$ cat src/rtl/inst_prefetch_queue.sv
// In-order instruction prefetch queue: head valid one cycle after the IMEM response; redirects flush and drop stale responses.
// Backpressure: i_ready=0 holds the head; issue stops once buffered plus live in-flight entries would exceed DEPTH.
module inst_prefetch_queue #(
   parameter int              XLEN            = 32,
   parameter int              DEPTH           = 4,
   parameter int              MAX_OUTSTANDING = 2,
   parameter logic [XLEN-1:0] RESET_VECTOR    = '0
) (
   input  logic            i_clk,
   input  logic            i_rst,
   input  logic            i_trap_req,
   input  logic [XLEN-1:0] i_mtvec,
   input  logic            i_trap_mret,
   input  logic [XLEN-1:0] i_mepc,
   input  logic            i_take_branch,
   input  logic [XLEN-1:0] i_new_addr,
   output logic            o_imem_req_valid,
   input  logic            i_imem_req_ready,
   output logic [XLEN-1:0] o_imem_req_addr,
   input  logic            i_imem_rsp_valid,
   input  logic [XLEN-1:0] i_imem_rsp_data,
   input  logic            i_imem_rsp_err,
   output logic            o_valid,
   input  logic            i_ready,
   output logic [XLEN-1:0] o_pc,
   output logic [XLEN-1:0] o_pc_4,
   output logic [XLEN-1:0] o_inst,
   output logic            o_t_inst_addr_misaligned,
   output logic            o_t_inst_access_fault
);

   localparam int PW = (DEPTH > 1) ? $clog2(DEPTH) : 1;
   localparam int CW = $clog2(DEPTH + 1);
   localparam int OW = $clog2(MAX_OUTSTANDING + 1);
   localparam int SW = CW + OW;

   typedef struct packed {
      logic [XLEN-1:0] pc;
      logic [XLEN-1:0] inst;
      logic            mis;
      logic            fault;
   } entry_t;

   entry_t          mem_q [DEPTH];
   entry_t          mem_d [DEPTH];
   logic [PW-1:0]   rd_ptr_q, rd_ptr_d;
   logic [PW-1:0]   wr_ptr_q, wr_ptr_d;
   logic [CW-1:0]   count_q, count_d;
   logic [OW-1:0]   outstanding_q, outstanding_d;
   logic [OW-1:0]   drop_q, drop_d;
   logic [XLEN-1:0] fetch_pc_q, fetch_pc_d;
   logic [XLEN-1:0] rsp_pc_q, rsp_pc_d;
   logic            halted_q, halted_d;

   logic            redirect;
   logic [XLEN-1:0] target;
   logic [SW-1:0]   credit_used;
   logic            req_fire;
   logic            head_vld;
   logic            pop;
   logic            push;
   entry_t          head;

   assign redirect = i_trap_req | i_trap_mret | i_take_branch;
   assign target   = i_trap_req  ? i_mtvec :
                     i_trap_mret ? i_mepc  : i_new_addr;

   // Live in-flight responses (outstanding minus those already doomed) reserve a slot each.
   assign credit_used = SW'(count_q) + SW'(outstanding_q) - SW'(drop_q);

   assign o_imem_req_valid = i_rst && !halted_q && !redirect &&
                             (outstanding_q < OW'(MAX_OUTSTANDING)) &&
                             (credit_used < SW'(DEPTH));
   assign o_imem_req_addr  = i_rst ? fetch_pc_q : '0;
   assign req_fire         = o_imem_req_valid && i_imem_req_ready;

   assign head_vld = (count_q != '0);
   assign head     = mem_q[rd_ptr_q];
   assign pop      = head_vld && i_ready;

   assign o_valid                  = head_vld;
   assign o_pc                     = head_vld ? head.pc : '0;
   assign o_pc_4                   = head_vld ? head.pc + XLEN'(4) : '0;
   assign o_inst                   = head_vld ? head.inst : '0;
   assign o_t_inst_addr_misaligned = head_vld && head.mis;
   assign o_t_inst_access_fault    = head_vld && head.fault;

   always_comb begin
      mem_d         = mem_q;
      rd_ptr_d      = rd_ptr_q;
      wr_ptr_d      = wr_ptr_q;
      count_d       = count_q;
      drop_d        = drop_q;
      fetch_pc_d    = fetch_pc_q;
      rsp_pc_d      = rsp_pc_q;
      halted_d      = halted_q;
      push          = 1'b0;
      outstanding_d = outstanding_q + OW'(req_fire) - OW'(i_imem_rsp_valid);

      if (redirect) begin
         rd_ptr_d   = '0;
         wr_ptr_d   = '0;
         count_d    = '0;
         drop_d     = outstanding_d;
         fetch_pc_d = target;
         rsp_pc_d   = target;
         halted_d   = 1'b0;
         if (target[1:0] != 2'b00) begin
            mem_d[0] = '{pc: target, inst: '0, mis: 1'b1, fault: 1'b0};
            wr_ptr_d = PW'(1);
            count_d  = CW'(1);
            halted_d = 1'b1;
         end
      end else begin
         if (req_fire) begin
            fetch_pc_d = fetch_pc_q + XLEN'(4);
         end
         if (pop) begin
            rd_ptr_d = rd_ptr_q + PW'(1);
         end
         if (i_imem_rsp_valid) begin
            if (drop_q != '0) begin
               drop_d = drop_q - OW'(1);
            end else begin
               push            = 1'b1;
               mem_d[wr_ptr_q] = '{pc: rsp_pc_q,
                                   inst: i_imem_rsp_err ? '0 : i_imem_rsp_data,
                                   mis: 1'b0, fault: i_imem_rsp_err};
               wr_ptr_d        = wr_ptr_q + PW'(1);
               rsp_pc_d        = rsp_pc_q + XLEN'(4);
               if (i_imem_rsp_err) begin
                  halted_d = 1'b1;
                  drop_d   = outstanding_d;
               end
            end
         end
         count_d = count_q + CW'(push) - CW'(pop);
      end
   end

   always_ff @(posedge i_clk or negedge i_rst) begin
      if (!i_rst) begin
         for (int i = 0; i < DEPTH; i++) begin
            mem_q[i] <= '0;
         end
         rd_ptr_q      <= '0;
         wr_ptr_q      <= '0;
         count_q       <= '0;
         outstanding_q <= '0;
         drop_q        <= '0;
         fetch_pc_q    <= RESET_VECTOR;
         rsp_pc_q      <= RESET_VECTOR;
         halted_q      <= 1'b0;
      end else begin
         mem_q         <= mem_d;
         rd_ptr_q      <= rd_ptr_d;
         wr_ptr_q      <= wr_ptr_d;
         count_q       <= count_d;
         outstanding_q <= outstanding_d;
         drop_q        <= drop_d;
         fetch_pc_q    <= fetch_pc_d;
         rsp_pc_q      <= rsp_pc_d;
         halted_q      <= halted_d;
      end
   end

   a_no_overflow: assert property (@(posedge i_clk) disable iff (!i_rst)
      !(push && !pop && count_q == CW'(DEPTH)));
   a_no_spurious_rsp: assert property (@(posedge i_clk) disable iff (!i_rst)
      !(i_imem_rsp_valid && outstanding_q == '0));

endmodule
$ cat config.mk
export PLATFORM = sky130hd
export DESIGN_NAME = inst_prefetch_queue
export DESIGN_NICKNAME = d
export VERILOG_FILES = /design/src/rtl/inst_prefetch_queue.sv
export SDC_FILE = /design/constraint.sdc
export NUM_CORES = 1
export LEC_CHECK = 0
export CORE_MARGIN = 10
export CORE_UTILIZATION = 29
export DETAILED_ROUTE_END_ITERATION = 7
export DONT_BUFFER_PORTS = 1
export HOLD_SLACK_MARGIN = 0.1
export PLACE_DENSITY_LB_ADDON = 0.05
export RECOVER_POWER = 25
export SLEW_MARGIN = 20
export SYNTH_ARGS = -nofsm -noshare
export SYNTH_HDL_FRONTEND = slang
export SYNTH_SLANG_ARGS = --single-unit
$ cat constraint.sdc
create_clock -name i_clk -period 4.1 [get_ports i_clk]
set_input_delay 0.82 -clock i_clk [delete_from_list [all_inputs] [get_ports i_clk]]
set_output_delay 0.82 -clock i_clk [all_outputs]
set_load 0.005 [all_outputs]
==> reports/qor.csv <==
stage,metric,value,unit
status,outcome,"finished, violations left",
status,violated checks,negative hold slack,
power_and_ir_drop,total power,9.43,mW
sta,skew final,0.0231,ns
setup_path,crit end category,output port,
clock_network,CTS root buf,clkbuf_16,
sta,Least-Margin Pin Slew,1.09,ns
sta,fin crit period,3.97,ns
global_route,met3 Usage GRT,0.0355,
power_and_ir_drop,Max VDD drop,0.000271,V
global_route,most used routing layer,met2,
layout,register area,0.00844,mm²
placement,GP Congestion,0.794,
route,drt drc,0,
synthesis,most frequent cell after synthesis,dfrtp_1,
power_and_ir_drop,cell area power density,453,mW/mm²
sta,Slew Limit Fails,0,
synthesis,post-synth cell types,67,
global_route,initial antenna violation count,4,
die,core area,0.0632,mm²
sta,Hold WS,-0.0662,ns
setup_path,crit-path max FO,10,
setup_path,Setup CP Type,reg2out,
clock_network,"CTS clk-pin slew, worst paths",0.06,ns
synthesis,Area contributors post-synth,"dfrtp_1, mux4_2, mux2_2, nand2_1, o21ai_0",
die,chip height,273,µm
layout,total of fill cells in the finished design,6475,
placement,Final HPWL DP,44600,µm
die,die width,273,µm
route,DR pass1 iterations,7,
synthesis,YS warnings,0,
setup_path,CP startpoint kind,register,
sta,final count of negative-setup-slack endpoints,0,
sta,Relative slew margins,0.268,
synthesis,Post-Synthesis Cells,1858,
synthesis,synthesized area per cell,9.97,µm²
sta,fmax,252,MHz
global_route,vias in the first global route,14700,
setup_path,WP buf/inv,1,
placement,I/O Buffers,0,
synthesis,"top cells by count, synth","dfrtp_1, nand2_1, o21ai_0",
synthesis,"area leader, netlist",dfrtp_1,
placement,DP Cell Count,2593,
power_and_ir_drop,leakage,8.90,nW
synthesis,area share of the largest cell type after synthesis,0.455,
die,Initial Utilization,0.293,
setup_path,"CP delay by family, top",simple AND/OR/NAND/NOR gates,
route,WL per Instance,24.1,µm
die,# rows,92,
global_route,GRT Total Usage,0.171,
die,I/O Pins,269,
die,die footprint,0.0744,mm²
job,max_cap viols,0,
sta,fin crit share,0.967,
global_route,largest net degree at the start of global routing,371,
synthesis,number of flops mapped to enable cells by yosys,0,
synthesis,register bit total from synthesis,337,
global_route,met1 usage,0.219,
global_route,global-route wire length before repair,98000,µm
setup_path,CP cell instances,"buf_4, mux4_1, nand4_4, or2_1, or4_1, a21oi_1",
layout,Multi-input gate area,0.00938,mm²
sta,final-report hold violation count,32,
synthesis,syn nets,2012,
setup_path,Crit-path slowest cell,mux4_1,
setup_path,WP data arrival,3.15,ns
sta,setup TNS,0,ns
clock_network,clock tree sinks,337,
synthesis,"Seq/Total Area, Yosys",0.455,
layout,final core occ,0.329,
sta,RSZ-0062 raised after global routing,true,
clock_network,CTS tree,yes,
clock_network,worst-skew pair later-pin latency,0.58,ns
clock_network,Clock Tree Buf Depth,3,
global_route,met2 Use GR,0.291,
layout,Nets,1949,
clock_network,CTS buffer count,44,
global_route,gr ovfl total,0,
synthesis,ys async rst share,1.00,
route,Routed WL,64500,µm
clock_network,H-tree lvl count,2,
route,initial drt markers,1011,
setup_path,Worst path max stage delay,0.53,ns
setup_path,worst endpoint required time,3.28,ns
route,vias per cell,5.29,
synthesis,prevailing post-synth register cell,dfrtp_1,
layout,layout cells sized above 1,0.159,
route,DR vias,14100,
layout,Layout area overhead,12.3,%
layout,"Cell Count, Final, Fillers Out",2675,
min_path,HP Class,in2async,
synthesis,area of the mapped netlist,0.0185,mm²
route,number of nets with antenna violations after routing,0,
==> stage by stage <==
stage | area, µm² | setup slack, ns
finish | 20800 | 0.134
global route | 20800 | -0.0204
CTS | 20800 | -0.0106
detailed placement | 19400 | 0.559
global placement | 19400 | 0.602
floorplan | 18500 | 0.655
==> placed cells by master, fill, tap and decap left out, types with 10 or more instances in the layout <==
cell type  instances
a21oi_1           63
a2bb2oi_1         19
a31oi_1           74
and2_1           100
and3_1            26
and3b_1           11
buf_4             26
clkbuf_16         44
clkbuf_8          12
clkinv_2          10
dfrtp_1          335
ha_1              15
inv_1             27
mux2_2            91
mux4_2            56
nand2_1          244
nand2b_1          34
nand3_1           72
nand3b_1          20
nand4_1           15
nor2_1            98
nor2b_1           18
nor3_1            16
nor4_1            14
o21ai_0          175
o22a_1            37
o31ai_1           10
xnor2_1           14
==> cell families (layout without fill, tap and decap cells) <==
kind of cell             after synthesis  after routing  share of synthesized area
other                                  0              1                          0
flip-flops                           337            337                      0.455
AND/OR/NAND/NOR                      714            714                      0.197
XOR/XNOR                              17             17                    0.00804
AO/OA/AOI/OAI                        428            428                      0.141
multiplexers                         170            170                      0.144
adder cells (fa/ha/maj)               17             17                     0.0123
buffers and inverters                175            145                     0.0415
==> power by group <==
part | internal [mW] | leakage, nW | total [mW] | switching, mW
clock network | 2.26 | 0.714 | 3.82 | 1.56
logic | 0.635 | 3.70 | 1.50 | 0.867
registers | 3.73 | 4.48 | 4.11 | 0.378
total | 6.63 | 8.90 | 9.43 | 2.80
==> timing repair <==
| action | CTS | global route |
|---|---|---|
| pin swaps | 0 | 2 |
| endpoints found under the setup margin | 6 | 17 |
| gates resized for setup | 2 | 5 |
| endpoints found under the hold margin | 337 | 337 |
| cloned | 0 | 0 |
| buffers inserted | 0 | 2 |
==> per-layer routing <==
| metal | routed length, µm | part of all wire |
|---|---|---|
| met1 | 28000 | 0.43 |
| met2 | 31800 | 0.49 |
| met3 | 3410 | 0.053 |
| met4 | 1240 | 0.019 |
| met5 | 0 | 0 |
==> sequential cells by signal (all words and copies together), names as in the netlist <==
name	count
count_q	3
drop_q	2
fetch_pc_q	32
halted_q	1
mem_q	261
outstanding_q	2
rd_ptr_q	2
rsp_pc_q	32
wr_ptr_q	2
==> area by class of cell <==
| cell class | instances | area share |
|---|---|---|
| Timing Repair Buffer | 36 | 0.0186 |
| Tap cell | 846 | 0.0509 |
| Sequential cell | 337 | 0.406 |
| Clock inverter | 14 | 0.00601 |
| Clock buffer | 65 | 0.0625 |
| Inverter | 30 | 0.00541 |
| Multi-Input combinational cell | 1346 | 0.451 |
| Antenna cell | 1 | 0.000120 |
==> path summary, 6_finish.rpt <==
kind                       slack [ns]                 endpoint  cells after the start                     from
min                             -0.07   mem_q[152]$_DFFE_PN0P_                      0                    i_rst
max reg2reg                      0.68    drop_q[1]$_DFFE_PN0P_                     14     count_q[1]$_DFF_PN0_
min in group i_clk               0.36   mem_q[198]$_DFFE_PN0P_                      2           i_imem_rsp_err
max in group asynchronous        3.30  rd_ptr_q[0]$_DFFE_PN0P_                      0                    i_rst
min reg2reg                      0.47   mem_q[163]$_DFFE_PN0P_                      2   mem_q[163]$_DFFE_PN0P_
max                              0.13               o_pc_4[20]                      6  rd_ptr_q[0]$_DFFE_PN0P_
==> worst register-to-register path, stage by stage (launching register included) <==
cell	delay [ns]
dfrtp_1	0.40
inv_1	0.11
fa_1	0.54
inv_1	0.04
ha_1	0.27
and3b_1	0.17
nor4b_1	0.49
o211a_1	0.28
inv_2	0.04
ha_1	0.26
inv_1	0.04
ha_1	0.17
xnor2_1	0.18
xnor2_1	0.10
a32o_1	0.21
No activity file was read; power rests on OpenSTA's default activity.
